<file path="src/rtl/adc_stream_rx_pkg.sv">
// adc_stream_rx_pkg
// Shared definitions for the ADC stream receiver: tagged word field
// positions, sample widths, FIFO entry layout, receiver state encoding and
// small arithmetic helpers.
package adc_stream_rx_pkg;

   // Tagged word layout: [31] marker, [30] last flag, [29:15] A, [14:0] B
   localparam int unsigned MARKER_BIT = 31;
   localparam int unsigned LAST_BIT   = 30;
   localparam int unsigned A_MSB      = 29;
   localparam int unsigned A_LSB      = 15;
   localparam int unsigned B_MSB      = 14;
   localparam int unsigned SAMPLE_W   = 15;

   // FIFO entry: two sign-extended samples plus burst flags
   typedef struct packed {
      logic [15:0] a;
      logic [15:0] b;
      logic        first;
      logic        last;
   } sample_t;

   typedef enum logic {
      StIdle  = 1'b0,
      StBurst = 1'b1
   } state_t;

   function automatic logic [15:0] sext15(input logic [SAMPLE_W-1:0] v);
      return {v[SAMPLE_W-1], v};
   endfunction

   // Increment that sticks at all-ones
   function automatic logic [15:0] sat_inc16(input logic [15:0] v);
      return (v == 16'hFFFF) ? v : v + 16'd1;
   endfunction

endpackage

</file>
<file path="src/rtl/adc_stream_rx_sync_fifo_fwft.sv">
// sync_fifo_fwft
// Single-clock first-word-fall-through FIFO with registered storage. The
// head entry is visible on o_rdata whenever o_empty is low. Pointers carry
// one extra wrap bit so full and empty are distinguished without a counter.
// Ports:
//   i_clk, i_rst_n     clock, asynchronous active-low reset
//   i_push, i_wdata    write request and data (ignored when full)
//   i_pop              consume the head entry (ignored when empty)
//   o_rdata            head entry
//   o_full, o_empty    occupancy flags
module sync_fifo_fwft #(
   parameter int unsigned WIDTH = 34,
   parameter int unsigned DEPTH = 16
) (
   input  logic             i_clk,
   input  logic             i_rst_n,
   input  logic             i_push,
   input  logic [WIDTH-1:0] i_wdata,
   input  logic             i_pop,
   output logic [WIDTH-1:0] o_rdata,
   output logic             o_full,
   output logic             o_empty
);

   localparam int unsigned AW = $clog2(DEPTH);

   logic [AW:0]      r_wptr;
   logic [AW:0]      r_rptr;
   logic [WIDTH-1:0] r_mem [DEPTH];
   logic             w_push_ok;
   logic             w_pop_ok;

   assign o_empty   = (r_wptr == r_rptr);
   assign o_full    = (r_wptr[AW] != r_rptr[AW]) && (r_wptr[AW-1:0] == r_rptr[AW-1:0]);
   assign w_push_ok = i_push & ~o_full;
   assign w_pop_ok  = i_pop & ~o_empty;
   assign o_rdata   = r_mem[r_rptr[AW-1:0]];

   always_ff @(posedge i_clk or negedge i_rst_n) begin
      if (!i_rst_n) begin
         r_wptr <= '0;
         r_rptr <= '0;
      end else begin
         if (w_push_ok) r_wptr <= r_wptr + 1'b1;
         if (w_pop_ok)  r_rptr <= r_rptr + 1'b1;
      end
   end

   // Storage needs no reset; empty flag masks stale contents
   always_ff @(posedge i_clk) begin
      if (w_push_ok) r_mem[r_wptr[AW-1:0]] <= i_wdata;
   end

endmodule

</file>
<file path="src/rtl/adc_stream_rx.sv">
// adc_stream_rx
// AXI-Stream sink for tagged ADC sample words. Checks burst framing, unpacks
// each word into two signed 16-bit samples, buffers them in a FWFT FIFO and
// keeps burst/error statistics.
// Ports:
//   aclk, aresetn                     clock, asynchronous active-low reset
//   s_axis_tvalid/tready/tdata/tlast  input stream; tready = FIFO not full
//   limiter                           expected burst length is 2^limiter words
//   clear_stats                       synchronous clear of statistics
//   m_sample_*                        FIFO head with valid/ready handshake
//   in_burst                          receiver is inside a burst
//   words_count .. err_length         statistics counters
module adc_stream_rx
   import adc_stream_rx_pkg::*;
#(
   parameter int unsigned FIFO_DEPTH = 16
) (
   input  logic        aclk,
   input  logic        aresetn,
   input  logic        s_axis_tvalid,
   output logic        s_axis_tready,
   input  logic [31:0] s_axis_tdata,
   input  logic        s_axis_tlast,
   input  logic [7:0]  limiter,
   input  logic        clear_stats,
   output logic        m_sample_valid,
   input  logic        m_sample_ready,
   output logic [15:0] m_sample_a,
   output logic [15:0] m_sample_b,
   output logic        m_sample_first,
   output logic        m_sample_last,
   output logic        in_burst,
   output logic [63:0] words_count,
   output logic [31:0] bursts_count,
   output logic [15:0] err_marker,
   output logic [15:0] err_last,
   output logic [15:0] err_length
);

   state_t      r_state;
   state_t      w_state_nxt;
   logic [63:0] r_burst_cnt;
   logic [7:0]  r_lim;
   logic        r_seen_good;

   logic        w_full;
   logic        w_empty;
   logic        w_hs;
   logic        w_good;
   logic        w_start;
   logic [63:0] w_cnt_cur;
   logic [63:0] w_cnt_new;
   logic [7:0]  w_lim;
   logic        w_seen;
   logic [63:0] w_len_exp;
   logic        w_len_err;
   logic        w_last_err;
   logic        w_marker_err;
   logic        w_push;
   sample_t     w_wdata;
   sample_t     w_rdata;

   logic [63:0] r_words;
   logic [31:0] r_bursts;
   logic [15:0] r_err_marker;
   logic [15:0] r_err_last;
   logic [15:0] r_err_length;

   assign s_axis_tready = ~w_full;
   assign w_hs          = s_axis_tvalid & ~w_full;
   assign w_good        = s_axis_tdata[MARKER_BIT];
   assign w_start       = (r_state == StIdle);

   // Values as seen by the current word; a word arriving in IDLE starts fresh
   assign w_cnt_cur = w_start ? 64'd0 : r_burst_cnt;
   assign w_cnt_new = w_cnt_cur + 64'd1;
   assign w_lim     = w_start ? limiter : r_lim;
   assign w_seen    = w_start ? 1'b0 : r_seen_good;

   // Length check only meaningful while 2^limiter fits in the 64-bit counter
   assign w_len_exp    = 64'd1 << w_lim[5:0];
   assign w_len_err    = w_hs & s_axis_tlast & (w_lim <= 8'd63) & (w_cnt_new != w_len_exp);
   assign w_last_err   = w_hs & (s_axis_tdata[LAST_BIT] != s_axis_tlast);
   assign w_marker_err = w_hs & ~w_good;
   assign w_push       = w_hs & w_good;

   assign w_wdata = {sext15(s_axis_tdata[A_MSB:A_LSB]),
                     sext15(s_axis_tdata[B_MSB:0]),
                     ~w_seen,
                     s_axis_tlast};

   sync_fifo_fwft #(
      .WIDTH ($bits(sample_t)),
      .DEPTH (FIFO_DEPTH)
   ) u_fifo (
      .i_clk   (aclk),
      .i_rst_n (aresetn),
      .i_push  (w_push),
      .i_wdata (w_wdata),
      .i_pop   (m_sample_ready),
      .o_rdata (w_rdata),
      .o_full  (w_full),
      .o_empty (w_empty)
   );

   // Head fields forced to zero while empty so unwritten storage never leaks
   assign m_sample_valid = ~w_empty;
   assign m_sample_a     = w_empty ? 16'd0 : w_rdata.a;
   assign m_sample_b     = w_empty ? 16'd0 : w_rdata.b;
   assign m_sample_first = ~w_empty & w_rdata.first;
   assign m_sample_last  = ~w_empty & w_rdata.last;

   always_ff @(posedge aclk or negedge aresetn) begin
      if (!aresetn) r_state <= StIdle;
      else          r_state <= w_state_nxt;
   end

   always_comb begin
      w_state_nxt = r_state;
      case (r_state)
         StIdle:  if (w_hs && !s_axis_tlast) w_state_nxt = StBurst;
         StBurst: if (w_hs && s_axis_tlast)  w_state_nxt = StIdle;
         default: w_state_nxt = StIdle;
      endcase
   end

   assign in_burst = (r_state == StBurst);

   always_ff @(posedge aclk or negedge aresetn) begin
      if (!aresetn) begin
         r_burst_cnt <= 64'd0;
         r_lim       <= 8'd0;
         r_seen_good <= 1'b0;
      end else if (w_hs) begin
         r_burst_cnt <= s_axis_tlast ? 64'd0 : w_cnt_new;
         r_lim       <= w_lim;
         r_seen_good <= s_axis_tlast ? 1'b0 : (w_seen | w_good);
      end
   end

   // Clear takes priority over any increment on the same edge
   always_ff @(posedge aclk or negedge aresetn) begin
      if (!aresetn) begin
         r_words      <= 64'd0;
         r_bursts     <= 32'd0;
         r_err_marker <= 16'd0;
         r_err_last   <= 16'd0;
         r_err_length <= 16'd0;
      end else if (clear_stats) begin
         r_words      <= 64'd0;
         r_bursts     <= 32'd0;
         r_err_marker <= 16'd0;
         r_err_last   <= 16'd0;
         r_err_length <= 16'd0;
      end else begin
         if (w_push)                 r_words      <= r_words + 64'd1;
         if (w_hs && s_axis_tlast)   r_bursts     <= r_bursts + 32'd1;
         if (w_marker_err)           r_err_marker <= sat_inc16(r_err_marker);
         if (w_last_err)             r_err_last   <= sat_inc16(r_err_last);
         if (w_len_err)              r_err_length <= sat_inc16(r_err_length);
      end
   end

   assign words_count  = r_words;
   assign bursts_count = r_bursts;
   assign err_marker   = r_err_marker;
   assign err_last     = r_err_last;
   assign err_length   = r_err_length;

endmodule
</file>
<file path="config.mk">
export PLATFORM = sky130hd
export DESIGN_NAME = adc_stream_rx
export DESIGN_NICKNAME = d
export VERILOG_FILES = /design/src/rtl/adc_stream_rx_pkg.sv /design/src/rtl/adc_stream_rx_sync_fifo_fwft.sv /design/src/rtl/adc_stream_rx.sv
export SDC_FILE = /design/constraint.sdc
export NUM_CORES = 1
export LEC_CHECK = 0
export ABC_AREA = 1
export BUFFER_PORTS_ARGS = -buffer_cell sky130_fd_sc_hd__buf_2
export CAP_MARGIN = 10
export CORE_MARGIN = 2
export CORE_UTILIZATION = 40
export CTS_CLUSTER_DIAMETER = 150
export CTS_CLUSTER_SIZE = 16
export DETAILED_ROUTE_END_ITERATION = 12
export SETUP_SLACK_MARGIN = 0.2
export SLEW_MARGIN = 25
export SYNTH_ARGS = -nofsm -noshare
export SYNTH_HDL_FRONTEND = slang
export SYNTH_SLANG_ARGS = --single-unit
</file>
<file path="constraint.sdc">
create_clock -name aclk -period 3.85 [get_ports aclk]
set_input_delay 0.385 -clock aclk [delete_from_list [all_inputs] [get_ports aclk]]
set_output_delay 0.385 -clock aclk [all_outputs]
set_load 0.005 [all_outputs]
</file>
==> results.py <==
metrics = {
    "synthesis": {
        "yosysWarnings": 0,
        "synth-seq-cells": 740,
        "syn_avg_cell_area_um2": 9.24,
        "syn_area_um2": 36300,
        "synth_cell_types": 47,
        "ys.flop_type": "edfxtp_1",
        "synth_cells": 3927,
        "synth_edf_count": 512,
        "synthArstFlopShare_pct": 30.8,
        "yosysSeqAreaShare_pct": 58.1,
        "synthesis.nets": 3984,
    },
    "critical_path": {
        "cp_max_fo": 28,
        "r2r-end": "err_length[9]",
        "crit_family": "simple AND/OR/NAND/NOR gates",
        "critPathRequiredTime_ps": 4360,
        "end_kind": "register",
        "ff2ff_path_depth": 19,
        "crit_cells": 19,
        "cp_common_cell": "nand2_1",
        "cp_num_buf_inv": 6,
        "cp-endpoint": "err_length[9]",
        "worst_setup_path_start_kind": "register",
        "cp_slowest_cell": "dfrtp_4",
        "r2r_slack_ps": 340,
        "arrival_ps": 4010,
        "critPathMaxStageDelay_ps": 550,
        "critical_path_class": "register to register",
        "path_cells": "buf_4 > clkbuf_16 > o21ai_4 > inv_2 > nor2_4 > buf_4 > nand3_1 > nor2_1 > nand3b_1 > nand2_1 > inv_1 > nand2_1 > nor2_1 > nand2_1 > nor2_2 > nand3_4 > buf_4 > nand4_1 > nand2_1",
    },
    "clocking": {
        "clock_path_buffers": 3,
        "cts.sinks": 740,
        "clk_pin_slew_worst_paths_ps": 80,
        "clock-root-buffer": "clkbuf_16",
        "clk_latency_ps": 650,
        "cts_made_buffers": 52,
        "cts_tree": "done",
        "htree_levels": 2,
    },
    "die": {
        "rows": 110,
        "start_util_pct": 40.4,
        "die_w_um": 305,
        "fp.dieArea_um2": 93100,
        "io-pin-count": 227,
        "coreArea_um2": 89900,
        "die_h_um": 305,
    },
    "power_and_ir_drop": {
        "p_leak_nw": 15.9,
        "power_density_nw_per_um2": 521,
        "vdd_ir_drop_max_uv": 501,
    },
    "routing": {
        "wl_per_cell_um": 20.5,
        "firstDrtPassIters": 6,
        "via_per_inst": 5.55,
        "ant_nets": 0,
        "vias": 29700,
        "remaining_drc_errors": 0,
        "routed_wl_mm": 110,
        "drtIter0Drc": 2729,
    },
    "grt": {
        "grt_max_degree": 260,
        "grt_pass1_wl_mm": 166,
        "grt_usage_pct": 22.7,
        "grt_antenna_before_repair": 5,
        "grt-ovfl-total": 0,
        "grt_pass1_vias": 27900,
    },
    "placed_design": {
        "placedCellCount": 5241,
        "dp_hpwl_mm": 70.5,
        "io_buffer_count": 226,
        "place_ws_ps": 205,
        "gp_routability_congestion": 0.946,
    },
    "cells_and_area": {
        "nets": 4188,
        "syn_to_final_growth_pct": 13.3,
        "final_common_cell": "nand2_1",
        "drive_above_1_share_pct": 11.3,
        "final_cell_mix": "763 x nand2_1, 592 x nor2_1, 512 x edfxtp_1",
        "final_cells": 5347,
    },
    "timing": {
        "rsz0062_at_grt": "yes",
        "min_period_ps": 3510,
        "fmax_mhz": 285,
        "slew_headroom_pct": 42.5,
        "report.final.slew_viol_count": 0,
        "hold_violations": 0,
        "tightest_slew_ps": 860,
        "finalSetupTns_ps": 0,
        "worst_slack_ps": 342,
        "skew_ps": 42.9,
        "fin_crit_sh_pct": 91.1,
        "setup_viol": 0,
    },
    "worst_hold_path": {
        "hold_start": "limiter[6]",
        "hold_path_class": "primary input to register",
    },
    "outcome": {
        "outcome": "finished, final reports clean",
    },
    "flow_run": {
        "drv_cap": 0,
    },
}
[report_power, final]
group	switching (W)	internal, W
Sequential	0.000181	0.00892
Clock	0.00281	0.00263
Combinational	0.00465	0.00221
Total	0.00764	0.0138
[layer usage]
metal | part of all wire [%] | global-route usage (%) | up-vias | wire (um)
met3 | 8.4 | 4.41 | 157 | 9250
met4 | 2.1 | 5.18 | 8 | 2310
li1 | - | - | 14000 | -
met1 | 44 | 32.5 | 14400 | 48000
met2 | 46 | 35.9 | 1084 | 50100
met5 | 0.055 | 0 | - | 60
[worst min-delay path: cells and delay by family]
| kind | cells | cell delay, ps |
|---|---|---|
| AND/OR/NAND/NOR | 1 | 70 |
| buffers and inverters | 1 | 100 |
| AO/OA/AOI/OAI | 1 | 80 |
[synthesized netlist by cell type (27+ instances only)]
library cell | n | area (um2)
o221ai_1 | 53 | 464
dfrtp_1 | 228 | 5710
mux2i_1 | 53 | 531
xor2_1 | 43 | 377
nand3b_1 | 32 | 240
clkbuf_1 | 135 | 507
o32ai_1 | 75 | 657
inv_1 | 354 | 1330
nand4_1 | 120 | 751
a31oi_1 | 47 | 294
nand2_1 | 767 | 2880
edfxtp_1 | 512 | 15400
nor2_1 | 626 | 2350
o21ai_0 | 258 | 1290
nor3_1 | 79 | 395
o22ai_1 | 27 | 169
a21oi_1 | 95 | 475
nand3_1 | 240 | 1200
[how the worst min path moves through the flow]
stage | to | slack (ps) | depth (start not counted)
final | r_lim[6] | 50 | 3
after global placement | r_burst_cnt[10] | 470 | 1
after floorplan | async pin | 90 | 0
after global routing | r_lim[6] | 50 | 3
after CTS | r_lim[6] | 20 | 3
after detailed placement | r_burst_cnt[57] | 470 | 2
[area by class of cell]
class                           instances  area, um2
Antenna cell                            2       5.00
Clock buffer                           87       1430
Clock inverter                          5        115
Fill cell                            8586      48800
Inverter                              364       1380
Multi-Input combinational cell       2647      13400
Sequential cell                       740      21100
Tap cell                             1176       1470
Timing Repair Buffer                  326       2240
[stage by stage]
step	hold slack (ps)	util (%)	power [W]	area [um2]
after floorplan	89.4	-	0.0134	36300
after global placement	467	43.6	0.0158	39200
after detailed placement	473	43.6	0.0159	39200
after CTS	17.0	45.4	0.0213	40800
after global routing	46.5	45.7	0.0225	41100
final	53.1	45.7	0.0214	41100
[cells by family (layout without fill, tap and decap cells)]
| family | after synthesis | count (layout) | synth area share (%) |
|---|---|---|---|
| simple gates | 1920 | 1920 | 22.6 |
| fa+ha+maj | 11 | 11 | 0.379 |
| other cells | 0 | 2 | 0 |
| buf+inv | 540 | 782 | 5.83 |
| xor+xnor | 57 | 57 | 1.38 |
| compound gates | 606 | 606 | 10.2 |
| mux | 53 | 53 | 1.46 |
| flops | 740 | 740 | 58.1 |
[what timing repair did]
item / in CTS / in global routing
setup buffers: 0 / 7
pin swaps: 0 / 2
setup endpoints to repair: 32 / 26
hold buffers: 1 / 0
gates cloned: 0 / 3
gates resized for setup: 4 / 42
endpoints found under the hold margin: 83 / 0
[registers in the layout (all words and copies together), names as in the netlist, 8 cells and up, named ones only]
signal and flops:
err_marker 16, err_last 16, r_lim 8, words_count 64, r_burst_cnt 64, err_length 16
u_fifo.r_mem 512, bursts_count 32
Power figures use the tool's default switching activity.
